[src/rtl/mem_arbiter_pkg.sv]
// Shared types and constants for the CPU/DMA memory arbiter.
// Holds the arbiter state and owner enums, the beat-counter width and the tie-break helper.
package mem_arbiter_pkg;

  typedef enum logic [1:0] {
    IDLE    = 2'd0,
    OWN_CPU = 2'd1,
    OWN_DMA = 2'd2
  } arb_state_t;

  typedef enum logic {
    OWNER_CPU = 1'b0,
    OWNER_DMA = 1'b1
  } owner_t;

  localparam int BURST_CNT_W = 8;

  // On a tie, the requester that did not own the bus last time wins.
  function automatic owner_t tie_winner(input owner_t last);
    return (last == OWNER_CPU) ? OWNER_DMA : OWNER_CPU;
  endfunction

endpackage

[src/rtl/mem_arbiter.sv]
// Round-robin arbiter granting one memory port to a CPU or DMA requester in bounded bursts.
// Optional feature: define MEM_ARBITER_STATS_EN to add stat_cpu_beats / stat_dma_beats outputs.
module mem_arbiter
  import mem_arbiter_pkg::*;
#(
  parameter int ADDR_W    = 32,
  parameter int DATA_W    = 32,
  parameter int MAX_BURST = 8
) (
  input  logic              clock,
  input  logic              reset,
  input  logic              cpu_req,
  input  logic              cpu_we,
  input  logic [ADDR_W-1:0] cpu_addr,
  input  logic [DATA_W-1:0] cpu_wdata,
  output logic              cpu_gnt,
  output logic              cpu_rvalid,
  output logic [DATA_W-1:0] cpu_rdata,
  input  logic              dma_req,
  input  logic              dma_we,
  input  logic [ADDR_W-1:0] dma_addr,
  input  logic [DATA_W-1:0] dma_wdata,
  output logic              dma_gnt,
  output logic              dma_rvalid,
  output logic [DATA_W-1:0] dma_rdata,
  output logic              mem_en,
  output logic              mem_we,
  output logic [ADDR_W-1:0] mem_addr,
  output logic [DATA_W-1:0] mem_wdata,
  input  logic [DATA_W-1:0] mem_rdata
`ifdef MEM_ARBITER_STATS_EN
  ,
  output logic [31:0]       stat_cpu_beats,
  output logic [31:0]       stat_dma_beats
`endif
);

  localparam logic [BURST_CNT_W-1:0] LAST_BEAT = BURST_CNT_W'(MAX_BURST - 1);

  arb_state_t             state;
  owner_t                 last_owner;
  logic [BURST_CNT_W-1:0] beat_cnt;
  logic                   cpu_tag;
  logic                   dma_tag;
  logic                   cpu_beat;
  logic                   dma_beat;
  logic                   cpu_release;
  logic                   dma_release;

  // Grants come from the state register alone; reset forces every output low.
  assign cpu_gnt  = (state == OWN_CPU) && !reset;
  assign dma_gnt  = (state == OWN_DMA) && !reset;
  assign cpu_beat = cpu_req && cpu_gnt;
  assign dma_beat = dma_req && dma_gnt;

  assign cpu_release = !cpu_req || (beat_cnt == LAST_BEAT);
  assign dma_release = !dma_req || (beat_cnt == LAST_BEAT);

  always_comb begin
    mem_en    = 1'b0;
    mem_we    = 1'b0;
    mem_addr  = '0;
    mem_wdata = '0;
    if (cpu_beat) begin
      mem_en    = 1'b1;
      mem_we    = cpu_we;
      mem_addr  = cpu_addr;
      mem_wdata = cpu_wdata;
    end else if (dma_beat) begin
      mem_en    = 1'b1;
      mem_we    = dma_we;
      mem_addr  = dma_addr;
      mem_wdata = dma_wdata;
    end
  end

  // The tags remember who issued last cycle's read so the returning data can be routed.
  assign cpu_rvalid = cpu_tag && !reset;
  assign dma_rvalid = dma_tag && !reset;
  assign cpu_rdata  = cpu_rvalid ? mem_rdata : '0;
  assign dma_rdata  = dma_rvalid ? mem_rdata : '0;

  always_ff @(posedge clock) begin
    if (reset) begin
      state      <= IDLE;
      last_owner <= OWNER_DMA;
      beat_cnt   <= '0;
      cpu_tag    <= 1'b0;
      dma_tag    <= 1'b0;
    end else begin
      cpu_tag <= cpu_beat && !cpu_we;
      dma_tag <= dma_beat && !dma_we;
      case (state)
        IDLE: begin
          beat_cnt <= '0;
          if (cpu_req && dma_req) begin
            state <= (tie_winner(last_owner) == OWNER_CPU) ? OWN_CPU : OWN_DMA;
          end else if (cpu_req) begin
            state <= OWN_CPU;
          end else if (dma_req) begin
            state <= OWN_DMA;
          end
        end
        OWN_CPU: begin
          if (cpu_release) begin
            last_owner <= OWNER_CPU;
            beat_cnt   <= '0;
            state      <= dma_req ? OWN_DMA : IDLE;
          end else begin
            beat_cnt <= beat_cnt + 1'b1;
          end
        end
        OWN_DMA: begin
          if (dma_release) begin
            last_owner <= OWNER_DMA;
            beat_cnt   <= '0;
            state      <= cpu_req ? OWN_CPU : IDLE;
          end else begin
            beat_cnt <= beat_cnt + 1'b1;
          end
        end
        default: begin
          state    <= IDLE;
          beat_cnt <= '0;
        end
      endcase
    end
  end

`ifdef MEM_ARBITER_STATS_EN
  logic [31:0] cpu_beats_q;
  logic [31:0] dma_beats_q;

  always_ff @(posedge clock) begin
    if (reset) begin
      cpu_beats_q <= '0;
      dma_beats_q <= '0;
    end else begin
      if (cpu_beat) cpu_beats_q <= cpu_beats_q + 32'd1;
      if (dma_beat) dma_beats_q <= dma_beats_q + 32'd1;
    end
  end

  assign stat_cpu_beats = reset ? 32'd0 : cpu_beats_q;
  assign stat_dma_beats = reset ? 32'd0 : dma_beats_q;
`endif

  a_one_grant : assert property (@(posedge clock) !(cpu_gnt && dma_gnt));
  a_one_rvalid : assert property (@(posedge clock) !(cpu_rvalid && dma_rvalid));

endmodule

[config.mk]
export PLATFORM = sky130hd
export DESIGN_NAME = mem_arbiter
export DESIGN_NICKNAME = d
export VERILOG_FILES = /design/src/rtl/mem_arbiter_pkg.sv /design/src/rtl/mem_arbiter.sv
export SDC_FILE = /design/constraint.sdc
export NUM_CORES = 1
export LEC_CHECK = 0
export CORE_AREA = 3 3 117 119
export CTS_CLUSTER_DIAMETER = 120
export DETAILED_ROUTE_END_ITERATION = 12
export DIE_AREA = 0 0 120 122
export GPL_ROUTABILITY_DRIVEN = 0
export PLACE_DENSITY = 0.67
export REMOVE_ABC_BUFFERS = 1
export SLEW_MARGIN = 20
export SYNTH_ARGS = -nofsm -noshare
export SYNTH_HDL_FRONTEND = slang
export SYNTH_SLANG_ARGS = --single-unit
[constraint.sdc]
create_clock -name clock -period 2.3 [get_ports clock]
set_input_delay 0.345 -clock clock [delete_from_list [all_inputs] [get_ports clock]]
set_output_delay 0.345 -clock clock [all_outputs]
set_load 0.05 [all_outputs]
==> results.md, run 1 <==
- Combined global-route utilization of all metal layers: 0.1498
- Clock Tree Root: clkbuf_16
- Fin crit share: 0.9838
- Cell leakage power: around 2.9 nW
- Final ANT Viol Nets: 0
- Core Area: ~13000 um^2
- Total power after layout: 0.002288 W
- FP Rows: 41
- DRC viols: 0
- Part of the Yosys area used for sequential elements: 0.1502
- Final total negative setup slack: 0 ns
- Cell variety after synth: 30
- TritonCTS sink count: 13
- Run status: finished, final reports clean
- Insertion delay of the later-clocked pin in the worst-skew pair: 0.24 ns
- Element type at the critical path end: output port
- Slew at the pin closest to its max-slew limit: about 0.32 ns
- Critical path peak fanout: 12
- Signed area change from the synthesized netlist to the final layout: 303.8%
- Setup slack of the most critical reg-to-reg path: ~0.54 ns
- Number of hold-repair buffers added at the cts stage: 0
- Layout cells sized above 1: 0.4072
- Leading cell type in the layout, fill and taps excluded: clkdlybuf4s50_1
- Half-perimeter wire length of the detailed placement result: between 10000 and 15000 um
- Number of antenna violations at the first check in global routing: 1
- Depth of the CTS H-tree: 1
- Flop and latch count out of synthesis: 13
- Diode count: 0
- Number of CTS-inserted buffers: 3
- Hold violation count in the final report: 0
- Power share of the combinational group: 0.742
- Worst relative slew slack: 0.7870
- Vertical extent of the die: between 100 and 150 um
- Data arrival, critical path: 1.92 ns
- Placed cell areas: between 6000 and 7000 um^2
- Via density: around 4.3
- Launching element type of the critical path: flop
- Ys Warns: 0
- Count of buffers from port buffering: about 300
- Final cell area excluding filler cells: 6998 um^2
- Cell area after synthesis: about 1700 um^2
- Commonest cells after routing, fill and taps aside: clkdlybuf4s50_1, buf_12, and2_1, a22o_4, a22o_1
- Power Dens Cells: around 330 nW/um^2
- Number of primary I/O pins: 300
- Setup repair after global routing missed its margin: yes
- Shortest period the worst path allows: roughly 2.3 ns
- Clock tree from TritonCTS: yes
- Clock group share of total power: 0.145
- Required time worst endpoint: just under 2 ns
- Synthesized instance count: 222
- First-pass GRT wire length: 17440 um
- Hold WS: between 0.4 and 0.5 ns
- DR WL/cell: 19.08 um
- Clock slew at reported path FFs: 0.05 ns
- Net count of the finished layout: 700
- Worst Hold Class: flop to flop
- Fraction of power spent switching nets: 0.3932
- Endpoints failing setup: 0
- Power spent charging and discharging nets: around 0.0009 W
- CTS Buffer Depth: 2
- Critical Setup Path Class: flop to output port
- Final standard cell count with taps included and fillers excluded: 700
- Initial standard-cell utilization of the core: 0.1368
- Horiz. Die Dim: 120 um
- Total number of vias: approximately 3000
- Final Skew: 0.002447 ns
- Cell internal pwr: roughly 0.0014 W
- Number of design-rule violations left by the first detailed-router iteration: 96
- Highest attainable clock frequency: about 0.44 GHz
- Grt total ovfl: 0
- Max-slew violations: 0
- Worst IR drop on VDD: between 0.2 and 0.25 mV
- Routed wire length: roughly 13000 um
- Largest net degree at the start of global routing: roughly 50
- Number of placed cells counting well taps: between 600 and 700
- Full die area: around 15000 um^2
- DRT Pass-1 Iters: 4
- Number of max-cap violations: 0
- Part of the power in registers: 0.113
- Number of global-route vias before repair: about 3200
- Average size of a mapped cell: slightly below 8 um^2
critical path: stages (launching register included):
cell and delay [ns]:
dfxtp_1 0.33, inv_1 0.10, ha_2 0.24, and3_4 0.24
nor2_4 0.04, buf_12 0.15, clkbuf_16 0.18, a22o_4 0.23
buf_12 0.15
through the flow:
step                worst slack [ns]    util
global route                -0.01025  0.5523
detailed placement          0.002110  0.5043
global placement             0.01319  0.5043
floorplan                     -2.276       -
finish                       0.03722  0.5523
CTS                         0.002721  0.5118
what timing repair did:
action                                  4_1_cts  5_1_grt
resized for setup                             3       51
endpoints found under the setup margin       65       64
pin swaps                                     0        5
gates cloned                                  0        5
buffers inserted                              0        1
hold endpoints to repair                      0        0
Yosys cell counts:
master,count,share of area
or3_2,1,0.0043
o31ai_4,1,0.012
and3_1,3,0.011
nor2b_1,5,0.018
and3_2,1,0.0043
ha_1,5,0.036
a221o_1,1,0.0058
xor2_1,5,0.025
nor4b_1,1,0.0051
or4_4,1,0.0065
inv_1,4,0.0087
nor2_1,11,0.024
buf_2,6,0.017
clkbuf_1,14,0.030
a32o_1,1,0.0058
nand2_1,3,0.0065
buf_1,1,0.0022
nand2b_1,2,0.0072
xnor2_1,1,0.0051
mux2_4,1,0.0087
and2_1,64,0.23
a211oi_1,1,0.0043
nand3b_1,2,0.0087
a22o_1,66,0.33
o21ai_2,1,0.0051
a21oi_1,1,0.0029
nand3_1,4,0.012
o21ai_0,1,0.0029
nand3_2,1,0.0058
dfxtp_1,13,0.15
power by group through the flow:
stage / registers, W / clock network, W / logic, W
final: 0.000260 / 0.000331 / 0.00170
after floorplan: 0.000257 / 0 / 0.000642
after global routing: 0.000261 / 0.000344 / 0.00176
after detailed placement: 0.000262 / 0 / 0.00154
after CTS: 0.000258 / 0.000335 / 0.00156
after global placement: 0.000259 / 0 / 0.00153
cells by family (layout without fill, tap and decap cells):
group | count (synthesis) | in the layout | share of synthesized area
mux | 1 | 1 | 0.008662
compound gates | 73 | 73 | 0.3726
flops | 13 | 13 | 0.1502
buf+inv | 25 | 331 | 0.05848
xor+xnor | 6 | 6 | 0.03032
fa+ha+maj | 5 | 5 | 0.03610
simple gates | 99 | 99 | 0.3437
per-layer routing:
metal,GRT usage,wire length [um]
met3,0.05153,1293
met2,0.2873,7259
met5,0,13
met1,0.1594,4621
met4,0.02720,170
worst paths after layout:
kind              depth (start not counted)        start       endpoint
hold reg to reg                           1  beat_cnt[0]    beat_cnt[0]
hold / removal                            1  beat_cnt[0]    beat_cnt[0]
setup / recovery                          8     state[1]  mem_wdata[10]
setup reg to reg                          4  beat_cnt[3]       state[1]
flip-flops by register name, summed over array words and instances (netlist names):
signal      count
last_owner      1
state           2
cpu_tag         1
dma_tag         1
beat_cnt        8
area by class of cell:
| type | count | area [um^2] |
|---|---|---|
| sequential | 13 | 261.5 |
| fill | 1030 | 5673 |
| clock buffer | 3 | 75.07 |
| multi-input combinational | 184 | 1754 |
| inverter | 4 | 15.01 |
| timing repair buffer | 323 | 4672 |
| tap | 172 | 215.2 |
| clock inverter | 1 | 5.005 |
No activity file was read; power rests on OpenSTA's default activity.
==> run 2: changes to the inputs <==
--- a/config.mk
+++ b/config.mk
@@ -9,7 +9,6 @@
 export CTS_CLUSTER_DIAMETER = 120
 export DETAILED_ROUTE_END_ITERATION = 12
 export DIE_AREA = 0 0 120 122
-export GPL_ROUTABILITY_DRIVEN = 0
 export PLACE_DENSITY = 0.67
 export REMOVE_ABC_BUFFERS = 1
 export SLEW_MARGIN = 20
==> results of run 2 <==
No change in the layout: final DEF, timing and power equal those of run 1.
